[src/rtl/mips_trace_capture.sv]
// Trace capture unit for a single-cycle MIPS core: run/halt/timeout FSM plus a
// trace FIFO of {pc, mem_addr, write_data, zero} entries drained through rd_en.
module mips_trace_capture #(
   parameter int WIDTH          = 32,
   parameter int DEPTH          = 16,
   parameter int HALT_REPEAT    = 2,
   parameter int MAX_CYCLES     = 1024,
   parameter int PC_CHANGE_ONLY = 0,
   parameter int OVERWRITE      = 0
) (
   input  logic                     clk,
   input  logic                     rst,
   input  logic                     start,
   input  logic                     stop,
   input  logic [WIDTH-1:0]         pc,
   input  logic [WIDTH-1:0]         mem_addr,
   input  logic [WIDTH-1:0]         write_data,
   input  logic                     zero,
   input  logic                     rd_en,
   output logic                     rd_valid,
   output logic [WIDTH-1:0]         rd_pc,
   output logic [WIDTH-1:0]         rd_mem_addr,
   output logic [WIDTH-1:0]         rd_wdata,
   output logic                     rd_zero,
   output logic [$clog2(DEPTH):0]   count,
   output logic                     full,
   output logic                     empty,
   output logic                     overflow,
   output logic                     halted,
   output logic                     timeout,
   output logic [31:0]              cycle_count,
   output logic [1:0]               state
);

   localparam int AW = $clog2(DEPTH);
   localparam int CW = AW + 1;
   localparam int EW = 3 * WIDTH + 1;
   localparam logic [AW-1:0] PTR_ONE   = AW'(1);
   localparam logic [CW-1:0] CNT_ONE   = CW'(1);
   localparam logic [CW-1:0] CNT_FULL  = CW'(DEPTH);
   localparam logic [8:0]    HALT_LIM  = 9'(HALT_REPEAT);
   localparam logic [31:0]   CYC_LIM   = 32'(MAX_CYCLES - 1);

   typedef enum logic [1:0] {
      S_IDLE    = 2'd0,
      S_RUN     = 2'd1,
      S_HALTED  = 2'd2,
      S_TIMEOUT = 2'd3
   } state_t;

   state_t            state_r;
   state_t            state_nxt_s;
   logic [31:0]       cycle_count_r;
   logic [7:0]        halt_cnt_r;
   logic [WIDTH-1:0]  prev_pc_r;
   logic              prev_valid_r;
   logic              halted_r;
   logic              timeout_r;

   logic [EW-1:0]     mem_r [DEPTH];
   logic [AW-1:0]     wr_ptr_r;
   logic [AW-1:0]     rd_ptr_r;
   logic [CW-1:0]     count_r;
   logic              overflow_r;
   logic              rd_valid_r;
   logic [WIDTH-1:0]  rd_pc_r;
   logic [WIDTH-1:0]  rd_mem_addr_r;
   logic [WIDTH-1:0]  rd_wdata_r;
   logic              rd_zero_r;

   logic              run_s;
   logic              restart_s;
   logic              pc_same_s;
   logic              halt_hit_s;
   logic              limit_hit_s;
   logic              push_s;
   logic              pop_s;
   logic              full_s;
   logic              empty_s;
   logic              wr_en_s;
   logic [EW-1:0]     entry_s;
   logic [EW-1:0]     rd_entry_s;

   assign run_s       = (state_r == S_RUN);
   assign restart_s   = !run_s && start;
   assign pc_same_s   = prev_valid_r && (pc == prev_pc_r);
   assign halt_hit_s  = pc_same_s && (({1'b0, halt_cnt_r} + 9'd1) >= HALT_LIM);
   assign limit_hit_s = (cycle_count_r == CYC_LIM);
   assign full_s      = (count_r == CNT_FULL);
   assign empty_s     = (count_r == {CW{1'b0}});
   assign push_s      = run_s && ((PC_CHANGE_ONLY == 0) || !pc_same_s);
   assign pop_s       = rd_en && !empty_s;
   // A full FIFO still accepts the push when a pop frees a slot or the oldest is overwritten
   assign wr_en_s     = !rst && push_s && (!full_s || pop_s || (OVERWRITE != 0));
   assign entry_s     = {pc, mem_addr, write_data, zero};
   assign rd_entry_s  = mem_r[rd_ptr_r];

   // FSM state register
   always_ff @(posedge clk) begin
      if (rst) begin
         state_r <= S_IDLE;
      end else begin
         state_r <= state_nxt_s;
      end
   end

   // FSM next-state logic
   always_comb begin
      state_nxt_s = state_r;
      case (state_r)
         S_IDLE: begin
            if (start) state_nxt_s = S_RUN;
            else       state_nxt_s = S_IDLE;
         end
         S_RUN: begin
            if (stop)             state_nxt_s = S_IDLE;
            else if (halt_hit_s)  state_nxt_s = S_HALTED;
            else if (limit_hit_s) state_nxt_s = S_TIMEOUT;
            else                  state_nxt_s = S_RUN;
         end
         S_HALTED, S_TIMEOUT: begin
            if (start) state_nxt_s = S_RUN;
            else       state_nxt_s = state_r;
         end
         default: state_nxt_s = S_IDLE;
      endcase
   end

   // Run bookkeeping: cycle counter, repeated-pc tracking and sticky termination flags
   always_ff @(posedge clk) begin
      if (rst) begin
         cycle_count_r <= 32'd0;
         halt_cnt_r    <= 8'd0;
         prev_pc_r     <= {WIDTH{1'b0}};
         prev_valid_r  <= 1'b0;
         halted_r      <= 1'b0;
         timeout_r     <= 1'b0;
      end else if (restart_s) begin
         cycle_count_r <= 32'd0;
         halt_cnt_r    <= 8'd0;
         prev_valid_r  <= 1'b0;
         halted_r      <= 1'b0;
         timeout_r     <= 1'b0;
      end else if (run_s) begin
         prev_pc_r    <= pc;
         prev_valid_r <= 1'b1;
         if (!pc_same_s)                halt_cnt_r <= 8'd0;
         else if (halt_cnt_r != 8'hFF)  halt_cnt_r <= halt_cnt_r + 8'd1;
         // The cycle that leaves RUN is not counted
         if ((state_nxt_s == S_RUN) && (cycle_count_r != 32'hFFFF_FFFF))
            cycle_count_r <= cycle_count_r + 32'd1;
         if (state_nxt_s == S_HALTED)  halted_r  <= 1'b1;
         if (state_nxt_s == S_TIMEOUT) timeout_r <= 1'b1;
      end
   end

   // Trace storage; contents are only observable after being written
   always_ff @(posedge clk) begin
      if (wr_en_s) mem_r[wr_ptr_r] <= entry_s;
   end

   // FIFO pointers, occupancy, overflow flag and registered read port
   always_ff @(posedge clk) begin
      if (rst) begin
         wr_ptr_r      <= {AW{1'b0}};
         rd_ptr_r      <= {AW{1'b0}};
         count_r       <= {CW{1'b0}};
         overflow_r    <= 1'b0;
         rd_valid_r    <= 1'b0;
         rd_pc_r       <= {WIDTH{1'b0}};
         rd_mem_addr_r <= {WIDTH{1'b0}};
         rd_wdata_r    <= {WIDTH{1'b0}};
         rd_zero_r     <= 1'b0;
      end else begin
         rd_valid_r <= pop_s;
         if (pop_s) begin
            rd_pc_r       <= rd_entry_s[EW-1 -: WIDTH];
            rd_mem_addr_r <= rd_entry_s[2*WIDTH -: WIDTH];
            rd_wdata_r    <= rd_entry_s[WIDTH -: WIDTH];
            rd_zero_r     <= rd_entry_s[0];
         end
         if (push_s && pop_s) begin
            wr_ptr_r <= wr_ptr_r + PTR_ONE;
            rd_ptr_r <= rd_ptr_r + PTR_ONE;
         end else if (push_s) begin
            if (!full_s) begin
               wr_ptr_r <= wr_ptr_r + PTR_ONE;
               count_r  <= count_r + CNT_ONE;
            end else if (OVERWRITE != 0) begin
               wr_ptr_r   <= wr_ptr_r + PTR_ONE;
               rd_ptr_r   <= rd_ptr_r + PTR_ONE;
               overflow_r <= 1'b1;
            end else begin
               overflow_r <= 1'b1;
            end
         end else if (pop_s) begin
            rd_ptr_r <= rd_ptr_r + PTR_ONE;
            count_r  <= count_r - CNT_ONE;
         end
      end
   end

   assign rd_valid    = rd_valid_r;
   assign rd_pc       = rd_pc_r;
   assign rd_mem_addr = rd_mem_addr_r;
   assign rd_wdata    = rd_wdata_r;
   assign rd_zero     = rd_zero_r;
   assign count       = count_r;
   assign full        = full_s;
   assign empty       = empty_s;
   assign overflow    = overflow_r;
   assign halted      = halted_r;
   assign timeout     = timeout_r;
   assign cycle_count = cycle_count_r;
   assign state       = state_r;

endmodule

[config.mk]
export PLATFORM = sky130hd
export DESIGN_NAME = mips_trace_capture
export DESIGN_NICKNAME = d
export VERILOG_FILES = /design/src/rtl/mips_trace_capture.sv
export SDC_FILE = /design/constraint.sdc
export NUM_CORES = 2
export LEC_CHECK = 0
export ABC_AREA = 0
export CAP_MARGIN = 20
export CELL_PAD_IN_SITES_DETAIL_PLACEMENT = 0
export CELL_PAD_IN_SITES_GLOBAL_PLACEMENT = 1
export CORE_MARGIN = 2
export CORE_UTILIZATION = 25
export DETAILED_ROUTE_END_ITERATION = 10
export GPL_TIMING_DRIVEN = 0
export PLACE_DENSITY_LB_ADDON = 0.08
export SLEW_MARGIN = 20
export SYNTH_ARGS = -nofsm -noshare
export SYNTH_HDL_FRONTEND = slang
export SYNTH_SLANG_ARGS = --single-unit
[constraint.sdc]
create_clock -name clk -period 28.4 [get_ports clk]
set_input_delay 4.26 -clock clk [delete_from_list [all_inputs] [get_ports clk]]
set_output_delay 4.26 -clock clk [all_outputs]
set_load 0.005 [all_outputs]
==> results.tsv <==
metric	value	unit
drt_wl_total	212	mm
postLayoutCellArea	82600	um^2
cp.arrival	8.04	ns
crit_type	in -> reg	
status	completed	
total_leakage_power	25.2	nW
die_h	518	um
antenna_left	0	
path_clk_slew	0.06	ns
yosys_warnings	0	
initial_utilization	0.252	
synthTopCellsByArea	edfxtp_1 71%, mux4_2 17%, dfxtp_1 5.7%	
drtIter0Drc	2674	
slew_viol_final	0	
fp-row-count	188	
drv_cap	0	
die_w	518	um
hold_path.class	reg -> reg	
clk_latency	0.83	ns
overflow	0	
synth_area	66000	um^2
yosysTopAreaCellShare	0.706	
antenna_found_initial	39	
instances_no_fill	7493	
crit_path_end_kind	flop	
root_buffer	clkbuf_16	
pre_cts_slack	20.10	ns
fin_util	0.315	
clock_sinks	1741	
cts_resized	0	
cts_buffer_depth	3	
fin_tns_setup	0	ns
nNetsFinal	3912	
crit_top_cell	buf_1	
track_usage	0.157	
synth_seq_cells	1741	
ys_types	64	
synth.avg_cell_area	20.9	um^2
ctsHoldBuffers	0	
drc	0	
synthCells	3166	
synth-async-reset-ratio	0	
p_total	6.87	mW
irDropWorstVdd	0.0000671	V
placement.io_buffers	242	
synth_edf_count	1552	
path_buf_inv	6	
wire_per_inst	28.3	um
skew	0.0271	ns
cts_tree	done	
seq_area_frac_synth	0.763	
cp_top_family	buffers and inverters	
max_slew_margin	0.248	
dr.pass1.iters	6	
ys.flop_type	edfxtp_1	
clock.fmax	137	MHz
path_max_fanout	10	
core	263000	um^2
h-tree-depth	4	
worstMarginPinSlew	1.12	ns
drive_gt1_frac	0.268	
io_pins	244	
post_dp_cell_area	76000	um^2
die_area	268000	um^2
via_per_inst	4.47	
syn2layout_area_growth	25.0	%
setup_viol	0	
placedCellCount	7107	
crit_slowest_cell	buf_1	
hpwl	141	mm
rsz0062_at_grt	false	
powerDensity	83.2	nW/um^2
worst_slack	21.10	ns
period_share	0.257	
r2r_slack	24.36	ns
path_cells	clkdlybuf4s50_1 > o21ai_0 > clkbuf_2 > buf_12 > inv_2 > buf_1 > buf_1 > nand2_1 > a21oi_1	
vias	33500	
cp_data_required_time	29.14	ns
post_cts_buffers	0	
critPathLaunchType	input pin	
min_period	7.30	ns
synth_nets	3282	
place_congestion	0.700	
cts_buffers	201	
cpPeakStageDelay	0.80	ns
fin_hold_ws	0.455	ns
first_global_vias	35100	
grt_max_degree	20	
grt_pass1_wl	294	mm
synth_top_area_cell	edfxtp_1	
finalHoldViolations	0	
## worst min-delay path, cell delays in order, from the launching register on
cell and delay [ns]:
dfxtp_1 0.31, nand2_1 0.05, a21oi_1 0.05
## logic make-up (layout without fill, tap and decap cells)
logic type                 count (synthesis)  count (layout)  synth area share
DFF                                     1741            1741             0.763
muxes                                    489             489             0.166
and+or+nand+nor                          473             473            0.0322
AOI/OAI and AO/OA                        226             226            0.0192
buffers and inverters                    181             983            0.0114
xor gates and xnor gates                  42              42           0.00557
adders and majority gates                 14              14           0.00277
other                                      0              10                 0
## Yosys cell counts (13+ instances only)
| library cell | number |
|---|---|
| buf_1 | 32 |
| mux4_2 | 485 |
| dfxtp_1 | 189 |
| ha_1 | 13 |
| clkbuf_1 | 100 |
| a21oi_1 | 168 |
| xnor2_1 | 34 |
| buf_2 | 30 |
| nand4_1 | 21 |
| nor3_1 | 14 |
| or3_1 | 20 |
| nor2_1 | 52 |
| edfxtp_1 | 1552 |
| nand2_1 | 293 |
| nand3_1 | 20 |
| o21ai_0 | 26 |
## power breakdown
group | internal (mW) | leakage (nW) | switching, mW
clock | 1.53 | 3.19 | 1.05
combinational | 0.651 | 6.53 | 0.744
sequential | 2.85 | 15.5 | 0.0423
total | 5.03 | 25.2 | 1.83
## final cells by class
class,count,area [um^2]
Antenna cell,10,25.0
Buffer,168,752
Clock buffer,270,5490
Clock inverter,105,1030
Fill cell,25500,180000
Inverter,13,48.8
Multi-Input combinational cell,1244,15000
Sequential cell,1741,50400
Tap cell,3515,4400
Timing Repair Buffer,427,5430
## per-layer routing
metal  vias up  global-route usage  routed length [um]
met5         -                   0                 171
met4        28              0.0369                4430
met3       277              0.0296                9450
met2       735               0.264              105000
met1     18100               0.209               93100
li1      14400                   -                   -
## path summary, 6_finish.rpt
path | start | endpoint | depth (start not counted)
max | rd_en | rd_mem_addr[5] | 9
min reg2reg | rd_wdata[5] | rd_wdata[5] | 2
max reg2reg | count[0] | rd_mem_addr[5] | 9
min | rd_wdata[5] | rd_wdata[5] | 2
## flip-flops by register name, summed over array words and instances, names as in the netlist
name,count
halt_cnt_r,8
count,5
prev_valid_r,1
halted,1
rd_pc,32
rd_mem_addr,32
wr_ptr_r,4
rd_ptr_r,4
prev_pc_r,32
mem_r,1552
state,2
timeout,1
overflow,1
cycle_count,32
rd_wdata,32
rd_zero,1
rd_valid,1
## placed cells by master (no fill, tap or decap), types with 5 or more instances in the layout
master	count
dfxtp_1	189
o21ai_0	26
nor4_1	9
buf_16	40
nand2_1	293
buf_2	47
clkbuf_8	7
or4_1	10
nor2_4	12
bufinv_16	20
clkbuf_1	136
ha_1	13
a21oi_1	167
nor3_1	10
nand4_1	21
edfxtp_1	1552
or3_1	20
xnor2_1	34
buf_1	15
buf_6	25
clkinv_1	36
and3_1	5
xor2_1	8
buf_12	58
clkinv_2	34
buf_4	66
inv_6	9
nand2b_1	8
inv_1	12
clkdlybuf4s50_1	242
nor2_1	40
clkbuf_16	207
mux4_2	485
clkinvlp_4	5
diode_2	10
nand3_1	20
clkbuf_2	20
o31ai_1	5
(Power assumes the default switching activity.)
